### src/rtl/led_serial_tx.sv
// Serial word transmitter for a downstream LED shift register.
// Sends MSB first on sclk, framed by the active-low sen, and pulses done as the frame closes.
//
// state | meaning
// IDLE  | ready for a word, sen high, sclk low
// LOW   | sclk low for DIV cycles, current bit on sdata
// HIGH  | sclk high for DIV cycles, sdata held
// HOLD  | sclk low, sen still low for DIV cycles before release
module led_serial_tx #(
  parameter int MSB = 8,
  parameter int DIV = 4
) (
  input  logic           clk,
  input  logic           reset,
  input  logic [MSB-1:0] tx_data,
  input  logic           tx_valid,
  output logic           tx_ready,
  output logic           sclk,
  output logic           sdata,
  output logic           sen,
  output logic           busy,
  output logic           done
);

  localparam int DW = $clog2(DIV + 1);
  localparam int BW = $clog2(MSB + 1);
  localparam logic [DW-1:0] DIV_LOAD = DW'(DIV - 1);
  localparam logic [BW-1:0] BIT_LOAD = BW'(MSB - 1);

  typedef enum logic [1:0] {IDLE, LOW, HIGH, HOLD} state_t;

  state_t         state_q, state_d;
  logic [DW-1:0]  div_cnt_q, div_cnt_d;
  logic [BW-1:0]  bit_cnt_q, bit_cnt_d;
  logic [MSB-1:0] shift_q, shift_d;
  logic           tx_ready_q, tx_ready_d;
  logic           sclk_q, sclk_d;
  logic           sdata_q, sdata_d;
  logic           sen_q, sen_d;
  logic           busy_q, busy_d;
  logic           done_q, done_d;

  always_comb begin
    state_d    = state_q;
    div_cnt_d  = div_cnt_q;
    bit_cnt_d  = bit_cnt_q;
    shift_d    = shift_q;
    tx_ready_d = tx_ready_q;
    sclk_d     = sclk_q;
    sdata_d    = sdata_q;
    sen_d      = sen_q;
    busy_d     = busy_q;
    done_d     = 1'b0;

    unique case (state_q)
      IDLE: begin
        if (tx_valid && tx_ready_q) begin
          // The first bit goes straight to sdata; the shift word keeps the rest.
          state_d    = LOW;
          shift_d    = tx_data << 1;
          sdata_d    = tx_data[MSB-1];
          div_cnt_d  = DIV_LOAD;
          bit_cnt_d  = BIT_LOAD;
          tx_ready_d = 1'b0;
          busy_d     = 1'b1;
          sen_d      = 1'b0;
          sclk_d     = 1'b0;
        end
      end
      LOW: begin
        if (div_cnt_q == '0) begin
          state_d   = HIGH;
          sclk_d    = 1'b1;
          div_cnt_d = DIV_LOAD;
        end else begin
          div_cnt_d = div_cnt_q - 1'b1;
        end
      end
      HIGH: begin
        if (div_cnt_q == '0) begin
          sclk_d    = 1'b0;
          div_cnt_d = DIV_LOAD;
          if (bit_cnt_q != '0) begin
            state_d   = LOW;
            sdata_d   = shift_q[MSB-1];
            shift_d   = shift_q << 1;
            bit_cnt_d = bit_cnt_q - 1'b1;
          end else begin
            state_d = HOLD;
          end
        end else begin
          div_cnt_d = div_cnt_q - 1'b1;
        end
      end
      HOLD: begin
        if (div_cnt_q == '0) begin
          state_d    = IDLE;
          sen_d      = 1'b1;
          busy_d     = 1'b0;
          tx_ready_d = 1'b1;
          done_d     = 1'b1;
        end else begin
          div_cnt_d = div_cnt_q - 1'b1;
        end
      end
      default: state_d = IDLE;
    endcase
  end

  always_ff @(posedge clk) begin
    if (!reset) begin
      state_q    <= IDLE;
      div_cnt_q  <= '0;
      bit_cnt_q  <= '0;
      shift_q    <= '0;
      tx_ready_q <= 1'b1;
      sclk_q     <= 1'b0;
      sdata_q    <= 1'b0;
      sen_q      <= 1'b1;
      busy_q     <= 1'b0;
      done_q     <= 1'b0;
    end else begin
      state_q    <= state_d;
      div_cnt_q  <= div_cnt_d;
      bit_cnt_q  <= bit_cnt_d;
      shift_q    <= shift_d;
      tx_ready_q <= tx_ready_d;
      sclk_q     <= sclk_d;
      sdata_q    <= sdata_d;
      sen_q      <= sen_d;
      busy_q     <= busy_d;
      done_q     <= done_d;
    end
  end

  assign tx_ready = tx_ready_q;
  assign sclk     = sclk_q;
  assign sdata    = sdata_q;
  assign sen      = sen_q;
  assign busy     = busy_q;
  assign done     = done_q;

endmodule

### config.mk
export PLATFORM = sky130hd
export DESIGN_NAME = led_serial_tx
export DESIGN_NICKNAME = d
export VERILOG_FILES = /design/src/rtl/led_serial_tx.sv
export SDC_FILE = /design/constraint.sdc
export NUM_CORES = 1
export LEC_CHECK = 0
export ABC_CLOCK_PERIOD_IN_PS = 5110
export CAP_MARGIN = 40
export CORE_MARGIN = 4
export CORE_UTILIZATION = 30
export CTS_BUF_LIST = sky130_fd_sc_hd__clkbuf_8
export CTS_CLUSTER_DIAMETER = 120
export DETAILED_ROUTE_END_ITERATION = 6
export SLEW_MARGIN = 20
export SYNTH_ARGS = -nofsm -noshare
export SYNTH_HDL_FRONTEND = slang
export SYNTH_SLANG_ARGS = --single-unit
### constraint.sdc
create_clock -name clk -period 5.11 [get_ports clk]
set_clock_uncertainty 0.05 [all_clocks]
set_input_delay 1.022 -clock clk [delete_from_list [all_inputs] [get_ports clk]]
set_output_delay 1.022 -clock clk [all_outputs]
set_load 0.02 [all_outputs]
==> flow_metrics.tcl <==
set metrics [dict create \
    hold_depth 2 \
    cts_resized 0 \
    ios 17 \
    ant_nets 0 \
    drc 0 \
    cp.arrival_ns 2.78 \
    path_clk_slew_ns 0.08 \
    wl_per_cell_um 12.5 \
    hpwl_um 1560 \
    syn-num-nets 138 \
    rr_worst_depth 7 \
    grt_pass1_wl_um 3910 \
    track_usage_pct 9.61 \
    fin_total_pwr_mw 0.812 \
    slew_violations 0 \
    area_growth_pct 18.9 \
    cp.required_ns 5.22 \
    rsz0062_at_grt "no" \
    final_cell_area_mm2 0.00139 \
    start_kind "input pin" \
    reg2reg_slack_ns 2.75 \
    fillCellCount 392 \
    syn_area_mm2 0.00117 \
    period_minus_slack_ns 2.67 \
    finalHoldViolCount 0 \
    synth_common_cells "dfxtp_1 (21), nand2_1 (10), o211a_1 (9)" \
    core_area_mm2 0.00372 \
    yosys.area.top_type_share_pct 36.1 \
    synth_ff_type "dfxtp_1" \
    synth-edff-count 0 \
    fin_cells 180 \
    dpl_cell_area_mm2 0.00133 \
    post_cts_buffers 0 \
    cts_tree "yes" \
    synthCells 119 \
    crit_type "in2reg" \
    critPathMaxFanout 23 \
    ys_types 37 \
    dieArea_mm2 0.00495 \
    yosysTopAreaCell "dfxtp_1" \
    drt-pass1-iter-count 4 \
    dieHeight_um 70.3 \
    overflow 0 \
    ys_warn_count 0 \
    placementRows 22 \
    antennaDiodeCount 0 \
    yosysMostFrequentCell "dfxtp_1" \
    grt_max_degree 24 \
    slew_headroom_pct 44.4 \
    post-route-period-util_pct 52.3 \
    first_iter_violations 31 \
    power.leakage_nw 0.610 \
    synthArstFlopShare_pct 0 \
    clockRootBuffer "clkbuf_8" \
    pwr_density_cell_mw_per_mm2 585 \
    routed_wl_um 2240 \
    dp_cells 175 \
    h-tree-depth 1 \
    max-cap-violations 0 \
    gp_congestion 0.775 \
    ys_seq_area_share_pct 36.1 \
    final_layout_size_suffix_gt1_share_pct 9.09 \
    avgSynthCellArea_um2 9.80 \
    fmax_mhz 374 \
    via_per_inst 5.02 \
    grt_pass1_vias 877 \
    postCtsHoldBufs 0 \
    insertion_delay_ns 0.26 \
    setup_violations 0 \
    cp-end-kind "flip-flop" \
    worst_pin_slew_ns 0.831 \
    peakVddDrop_v 0.000201 \
    vias 903 \
    synthTopCellsByArea "dfxtp_1 (36%), ha_1 (8.6%), o211a_1 (7.7%)" \
    fp.dieW_um 70.3 \
    antenna_found_initial 0 \
    setup-tns-final_ns 0 \
    numPortBuffers 16 \
    status "completed" \
    synth-seq-cells 21 \
    hp-class "reg2reg" \
    cts_buffer_depth 2 \
    start_util_pct 31.4 \
    nets 152 \
    numCtsBuffers 3 \
    cts_sinks 21 \
]
sequential cells by signal (all words and copies together), names as in the netlist:
name	cells
shift_q	7
bit_cnt_q	4
div_cnt_q	3
state_q	2
busy	1
done	1
sclk	1
sdata	1
sen	1
critical path: stages:
cell and delay (ns):
clkdlybuf4s50_1 0.55, a21boi_4 0.12, a211oi_4 0.73, nand4_1 0.15, and3b_1 0.20
area by class of cell:
class / count / area, um2 / share of cell area, %
inverter: 6 / 22.5 / 1.62
tap: 48 / 60.1 / 4.33
timing repair buffer: 17 / 175 / 12.6
clock buffer: 3 / 41.3 / 2.98
sequential: 21 / 420 / 30.3
clock inverter: 1 / 5.00 / 0.361
multi-input combinational: 84 / 662 / 47.7
layer usage:
layer	global-route usage, %	share of wire [%]	up-vias
met5	0	0	-
li1	-	-	454
met4	2.55	0.71	0
met3	3.31	5.0	3
met1	11.7	47	425
met2	16.0	47	21
path summary, 6_finish.rpt:
| check | startpoint | endpoint |
|---|---|---|
| worst min-delay path | shift_q[1] | shift_q[1] |
| worst max-delay path | tx_valid | bit_cnt_q[2] |
| worst max register to register | state_q[0] | bit_cnt_q[2] |
| worst min register to register | shift_q[1] | shift_q[1] |
where the power goes:
part | leakage [nW] | total [mW] | internal (mW) | switching, mW
clock | 0.0255 | 0.109 | 0.0544 | 0.0548
sequential | 0.174 | 0.264 | 0.222 | 0.0421
combinational | 0.411 | 0.438 | 0.200 | 0.238
per-stage QoR:
| step | setup slack [ns] | util, % | hold slack (ns) |
|---|---|---|---|
| after floorplan | 3.16 | - | 0.394 |
| after global placement | 2.20 | 35.7 | 0.405 |
| after detailed placement | 2.14 | 35.7 | 0.409 |
| after CTS | 2.37 | 36.9 | 0.422 |
| after global routing | 2.29 | 37.3 | 0.442 |
| final | 2.44 | 37.3 | 0.423 |
placed cells by master, fill, tap and decap left out, types with 2 or more instances in the layout:
cell	netlist	final
a21oi_1	5	5
clkbuf_8	0	3
clkdlybuf4s50_1	0	16
dfxtp_1	21	21
ha_1	8	8
inv_1	6	6
mux2i_1	7	7
nand2_1	10	10
nand2b_1	4	4
nand3_1	3	3
nand3b_1	2	2
nor2_1	5	5
nor3_1	3	3
o211a_1	9	9
o21ai_0	5	5
o221a_2	3	3
o311a_1	2	2
logic make-up after synthesis:
kind of cell	share of synthesized area (%)
simple gates	16.6
compound gates	25.5
flops	36.1
buf+inv	7.19
fa+ha+maj	8.58
mux	6.01
No activity file was read; power rests on OpenSTA's default activity.
